**config.mk**
```make
export PLATFORM = sky130hd
export DESIGN_NAME = bank_window_mapper
export DESIGN_NICKNAME = d
export VERILOG_FILES = /design/src/rtl/bank_window_mapper.sv
export SDC_FILE = /design/constraint.sdc
export NUM_CORES = 1
export LEC_CHECK = 0
export ABC_CLOCK_PERIOD_IN_PS = 1800
export CORE_MARGIN = 2
export CORE_UTILIZATION = 42
export CTS_BUF_LIST = sky130_fd_sc_hd__clkbuf_8
export CTS_CLUSTER_SIZE = 8
export DETAILED_ROUTE_END_ITERATION = 6
export DONT_BUFFER_PORTS = 1
export HOLD_SLACK_MARGIN = 0.1
export PLACE_DENSITY = 0.61
export SLEW_MARGIN = 15
export SYNTH_ARGS = -nofsm -noshare
export SYNTH_HDL_FRONTEND = slang
export SYNTH_SLANG_ARGS = --single-unit
```
**constraint.sdc**
```tcl
create_clock -name clock -period 1.8 [get_ports clock]
set_clock_uncertainty 0.05 [all_clocks]
set_input_delay 0.27 -clock clock [delete_from_list [all_inputs] [get_ports clock]]
set_output_delay 0.27 -clock clock [all_outputs]
set_load 0.01 [all_outputs]
```
**src/rtl/bank_window_mapper.sv**
```systemverilog
// rtl/bank_window_mapper.sv - bank register pair with (zp),Y indirect-cycle tracking and key-unlocked bank width
module bank_window_mapper #(
  parameter int         ADDR_WIDTH = 16,
  parameter int         BANK_WIDTH = 8,
  parameter int         LOCK_WIDTH = 4,
  parameter logic [7:0] RESET_BANK = 8'h0F,
  parameter logic [7:0] OPC_MASK   = 8'hDF,
  parameter logic [7:0] OPC_MATCH  = 8'h91,
  parameter logic [7:0] KEY0       = 8'h55,
  parameter logic [7:0] KEY1       = 8'hAA,
  parameter logic [7:0] KEY2       = 8'h00
) (
  input  logic                  clock,
  input  logic                  reset,
  input  logic                  rdy,
  input  logic                  sync,
  input  logic                  r_w,
  input  logic [ADDR_WIDTH-1:0] address,
  input  logic [7:0]            data_in,
  output logic [7:0]            data_out,
  output logic                  data_oe,
  output logic [BANK_WIDTH-1:0] bank,
  output logic                  full,
  output logic                  sel_indirect
);

  typedef enum logic [2:0] {S_IDLE, S_ZP, S_PLO, S_PHI, S_D1, S_D2} ind_state_t;
  typedef enum logic [1:0] {K0, K1, K2, K3} key_state_t;

  localparam logic [BANK_WIDTH-1:0] RST_BANK  = RESET_BANK[BANK_WIDTH-1:0];
  localparam int unsigned           MASK_INT  = (1 << LOCK_WIDTH) - 1;
  localparam logic [BANK_WIDTH-1:0] LOCK_MASK = MASK_INT[BANK_WIDTH-1:0];

  logic [BANK_WIDTH-1:0] exec_bank, indir_bank, rd_sel, eff;
  logic                  hit, wr_exec, wr_indir, opc_hit, key_step, full_next;
  ind_state_t            ind_state, ind_next;
  key_state_t            key_state, key_next;

  assign hit      = (address[ADDR_WIDTH-1:1] == '0);
  assign wr_exec  = hit & ~r_w & ~address[0];
  assign wr_indir = hit & ~r_w & address[0];
  assign opc_hit  = sync & ((data_in & OPC_MASK) == OPC_MATCH);

  always_ff @(posedge clock or posedge reset) begin
    if (reset) begin
      exec_bank  <= RST_BANK;
      indir_bank <= RST_BANK;
    end else begin
      if (wr_exec)  exec_bank  <= data_in[BANK_WIDTH-1:0];
      if (wr_indir) indir_bank <= data_in[BANK_WIDTH-1:0];
    end
  end

  always_ff @(posedge clock or posedge reset) begin
    if (reset) ind_state <= S_IDLE;
    else       ind_state <= ind_next;
  end

  // A sync seen before the data cycles means the instruction was abandoned (interrupt).
  always_comb begin
    ind_next = ind_state;
    if (rdy) begin
      case (ind_state)
        S_IDLE:  if (opc_hit) ind_next = S_ZP;
        S_ZP:    ind_next = sync ? (opc_hit ? S_ZP : S_IDLE) : S_PLO;
        S_PLO:   ind_next = sync ? (opc_hit ? S_ZP : S_IDLE) : S_PHI;
        S_PHI:   ind_next = sync ? (opc_hit ? S_ZP : S_IDLE) : S_D1;
        S_D1:    ind_next = S_D2;
        S_D2:    ind_next = opc_hit ? S_ZP : S_IDLE;
        default: ind_next = S_IDLE;
      endcase
    end
  end

  // D2 is the page-cross or store cycle; if sync is already up, it is the next opcode fetch.
  assign sel_indirect = (ind_state == S_D1) | ((ind_state == S_D2) & ~sync);

  assign key_step = wr_indir & ~sel_indirect;

  always_ff @(posedge clock or posedge reset) begin
    if (reset) begin
      key_state <= K0;
      full      <= 1'b0;
    end else begin
      key_state <= key_next;
      full      <= full_next;
    end
  end

  always_comb begin
    key_next  = key_state;
    full_next = full;
    if (key_step) begin
      case (key_state)
        K0:      if (data_in == KEY0) key_next = K1;
        K1:      key_next = (data_in == KEY1) ? K2 : K0;
        K2:      key_next = (data_in == KEY2) ? K3 : K0;
        K3: begin
          full_next = data_in[0];
          key_next  = K0;
        end
        default: key_next = K0;
      endcase
    end
  end

  assign eff      = sel_indirect ? indir_bank : exec_bank;
  assign bank     = full ? eff : (eff & LOCK_MASK);
  assign rd_sel   = address[0] ? indir_bank : exec_bank;
  assign data_oe  = hit & r_w;
  assign data_out = 8'(full ? rd_sel : (rd_sel & LOCK_MASK));

endmodule

```
==> summary.md <==
| Metric | Value |
|---|---|
| Final instance count without filler cells | `178` |
| Clock sink count | `22` |
| Horizontal die dimension | `59.8 um` |
| Maximum capacitance violations | `0` |
| Input/output buffers | `0` |
| Max Buffers Root-to-Sink | `2` |
| Max Transition Viols Final | `0` |
| Highest achievable clock rate | `582 MHz` |
| Number of enable flip-flop cells after synthesis | `0` |
| Total I/O pin count | `48` |
| Final count of hold timing violations | `0` |
| Setup Crit Path Kind | `register to primary output` |
| Inserted Diodes | `0` |
| Required time at the endpoint of the critical path | `1.48 ns` |
| Fraction of the yosys area taken by sequential cells | `42.9%` |
| Area growth, synth to finish | `24.7%` |
| Setup repair after global routing missed its margin | `no` |
| Crit start category | `register` |
| Number of design rule violations left after detail routing | `0` |
| Total wirelength of the detailed-routed design | `3150 um` |
| TNS Setup | `0 ns` |
| Iteration-0 DRC Markers | `29` |
| Worst voltage drop across the vdd grid | `372 uV` |
| Combined global-route utilization of all metal layers | `18.4%` |
| Clock tree from TritonCTS | `yes` |
| Count of distinct cell types in the synthesized netlist | `36` |
| Global-route wire length before repair | `4890 um` |
| Routed wire length per instance | `17.7 um` |
| Setup crit end kind | `primary output` |
| Die height | `59.8 um` |
| Via count of the first global-routing pass | `1,017` |
| Final critical delay including setup and external delays | `1.72 ns` |
| Fraction of layout instances using a drive strength above 1 | `37.2%` |
| Via Count | `1,042` |
| Clock root buffer | `sky130_fd_sc_hd__clkbuf_8` |
| Worst Tran Pin Value | `0.389 ns` |
| Number of placement rows | `20` |
| DR vias/cell | `5.85` |
| Flip-flop and latch count after synthesis | `22` |
| Final critical-path share of the clock period | `95.5%` |
| Cell count after synthesis | `125` |
| GRT overflow | `0` |
| Power density relative to cell area | `677 mW/mm2` |
| Layout Utilization | `54.3%` |
| Post-Syn Area per Cell | `10.5 um2` |
| Skew-Pair Late Insertion Delay | `0.26 ns` |
| Synth Flop Type | `sky130_fd_sc_hd__dfrtp_1` |
| H-tree depth | `1` |
| Critical path arrival | `1.40 ns` |
| Worst hold path class | `input pin to register` |
| Warnings from Yosys | `0` |
| Clk pin slew, worst setup/hold paths | `0.08 ns` |
| Initial Util | `43.5%` |
| Number of nets with antenna violations after routing | `0` |
| Pin count of the biggest net entering global routing | `23` |
| Number of nets at the end of the flow | `175` |
| Final setup violation count | `0` |
| Length of the first detailed-routing pass in iterations | `4` |
| Slack of the worst reg-to-reg path | `0.14 ns` |
| Placed cells | `159` |
| Net count of the mapped netlist | `154` |
| Run status | `completed` |
| Die ar. | `0.00358 mm2` |
| Synthesized area | `0.00131 mm2` |
| Core region area | `0.00300 mm2` |
| Routability cong. | `0.794` |
| Placed wire-length estimate after detailed placement | `2140 um` |
| Share of async-settable or async-resettable flops after synthesis | `100%` |
| Maximum net fanout on the critical path | `7` |
| Leakage power total | `0.000686 uW` |
| Total power after layout | `1100 uW` |
| CTS buffer count | `3` |
| Normalized max-slew margin | `74.0%` |
| Initial antenna violation count | `0` |
-- cell families (layout without fill, tap and decap cells) --
kind of cell / count (synthesis) / in the layout / synth area share (%)
AOI/OAI and AO/OA: 16 / 16 / 8.33
DFF: 22 / 22 / 42.9
buffers and inverters: 8 / 28 / 2.68
and+or+nand+nor: 53 / 53 / 21.8
muxes: 26 / 26 / 24.3
-- path summary, 6_finish.rpt --
check | from | end | cells after the start
min in group asynchronous | reset | indir_bank[4]$_DFFE_PP0N_ | 3
max in group asynchronous | reset | exec_bank[3]$_DFFE_PP1P_ | 3
hold reg to reg | indir_bank[4]$_DFFE_PP0N_ | indir_bank[4]$_DFFE_PP0N_ | 1
setup reg to reg | ind_state[2]$_DFFE_PP0P_ | full$_DFFE_PP0P_ | 5
setup / recovery | ind_state[1]$_DFFE_PP0P_ | bank[6] | 5
hold / removal | data_in[7] | indir_bank[7]$_DFFE_PP0N_ | 1
-- metal layers --
layer | wire length [um] | global-route usage (%) | vias up
met3 | 173 | 3.46 | 2
met4 | 8 | 4.76 | 0
met5 | 0 | 0 | -
met2 | 1550 | 29.8 | 34
met1 | 1420 | 25.1 | 515
li1 | - | - | 491
-- cells in the mapped netlist, drive strengths merged, types with 2 or more instances --
cell type,n,area [um2]
nor2b,4,25.0
buf,2,12.5
nor3,3,15.0
mux2i,4,40.0
a21boi,4,30.0
nand4,3,25.0
nor2,3,13.8
dfrtp,14,350
clkbuf,2,7.51
a21oi,3,15.0
nor4,7,62.6
inv,4,15.0
o21ai,3,15.0
dfstp,8,210
nand2,27,101
mux2,22,278
-- power by group --
group | internal, uW | leakage, uW | switching [uW]
sequential | 506 | 0.000274 | 11.0
combinational | 58.4 | 0.000376 | 61.2
clock | 297 | 0.0000357 | 170
-- timing repair --
| item | in CTS | in global routing |
|---|---|---|
| resized for setup | 6 | 4 |
| hold buffers | 10 | 3 |
| pin swaps | 1 | 1 |
| endpoints found under the hold margin | 28 | 3 |
| setup buffers | 1 | 0 |
| cloned | 1 | 0 |
| endpoints found under the setup margin | 4 | 4 |
-- registers in the layout, indices dropped and copies added, names as in the netlist --
register,flops
indir_bank,8
ind_state,3
exec_bank,8
full,1
key_state,2
-- cell usage in the layout, fill, tap and decap left out, types with 4 or more instances in the layout --
cell type | synthesis | final
sky130_fd_sc_hd__dfstp_2 | 8 | 8
sky130_fd_sc_hd__dlygate4sd3_1 | 0 | 13
sky130_fd_sc_hd__nand2_1 | 27 | 27
sky130_fd_sc_hd__buf_4 | 1 | 4
sky130_fd_sc_hd__mux2_2 | 13 | 13
sky130_fd_sc_hd__dfrtp_1 | 14 | 13
sky130_fd_sc_hd__nor2b_1 | 4 | 4
sky130_fd_sc_hd__nor4_1 | 4 | 4
sky130_fd_sc_hd__mux2i_1 | 4 | 4
sky130_fd_sc_hd__a21boi_2 | 0 | 4
sky130_fd_sc_hd__mux2_4 | 8 | 8
-- layout make-up --
| cell class | count | area, um2 |
|---|---|---|
| clock buffers | 3 | 41.3 |
| clock inverters | 1 | 30.0 |
| fillers | 266 | 1370 |
| inverters | 4 | 22.5 |
| multi-input cells | 95 | 734 |
| flip-flops and latches | 22 | 562 |
| well taps | 33 | 41.3 |
| repair buffers | 19 | 191 |
| repair inverters | 1 | 7.51 |
-- stage by stage --
step	hold WS, ns	cell area [um2]	worst slack [ns]
after floorplan	0.203	1310	0.0660
after global placement	0.164	1380	0.113
after detailed placement	0.174	1380	0.0854
after CTS	0.100	1590	0.0320
after global routing	0.101	1630	0.00236
final	0.111	1630	0.0811
-- critical path, stage by stage, from the launching register on --
cell and delay, ns:
sky130_fd_sc_hd__dfrtp_1 0.38, sky130_fd_sc_hd__nand2b_1 0.17, sky130_fd_sc_hd__a21o_4 0.23, sky130_fd_sc_hd__inv_8 0.09, sky130_fd_sc_hd__nand2_1 0.07, sky130_fd_sc_hd__a21boi_2 0.20
Note: power is estimated with default switching activity, not from simulation.
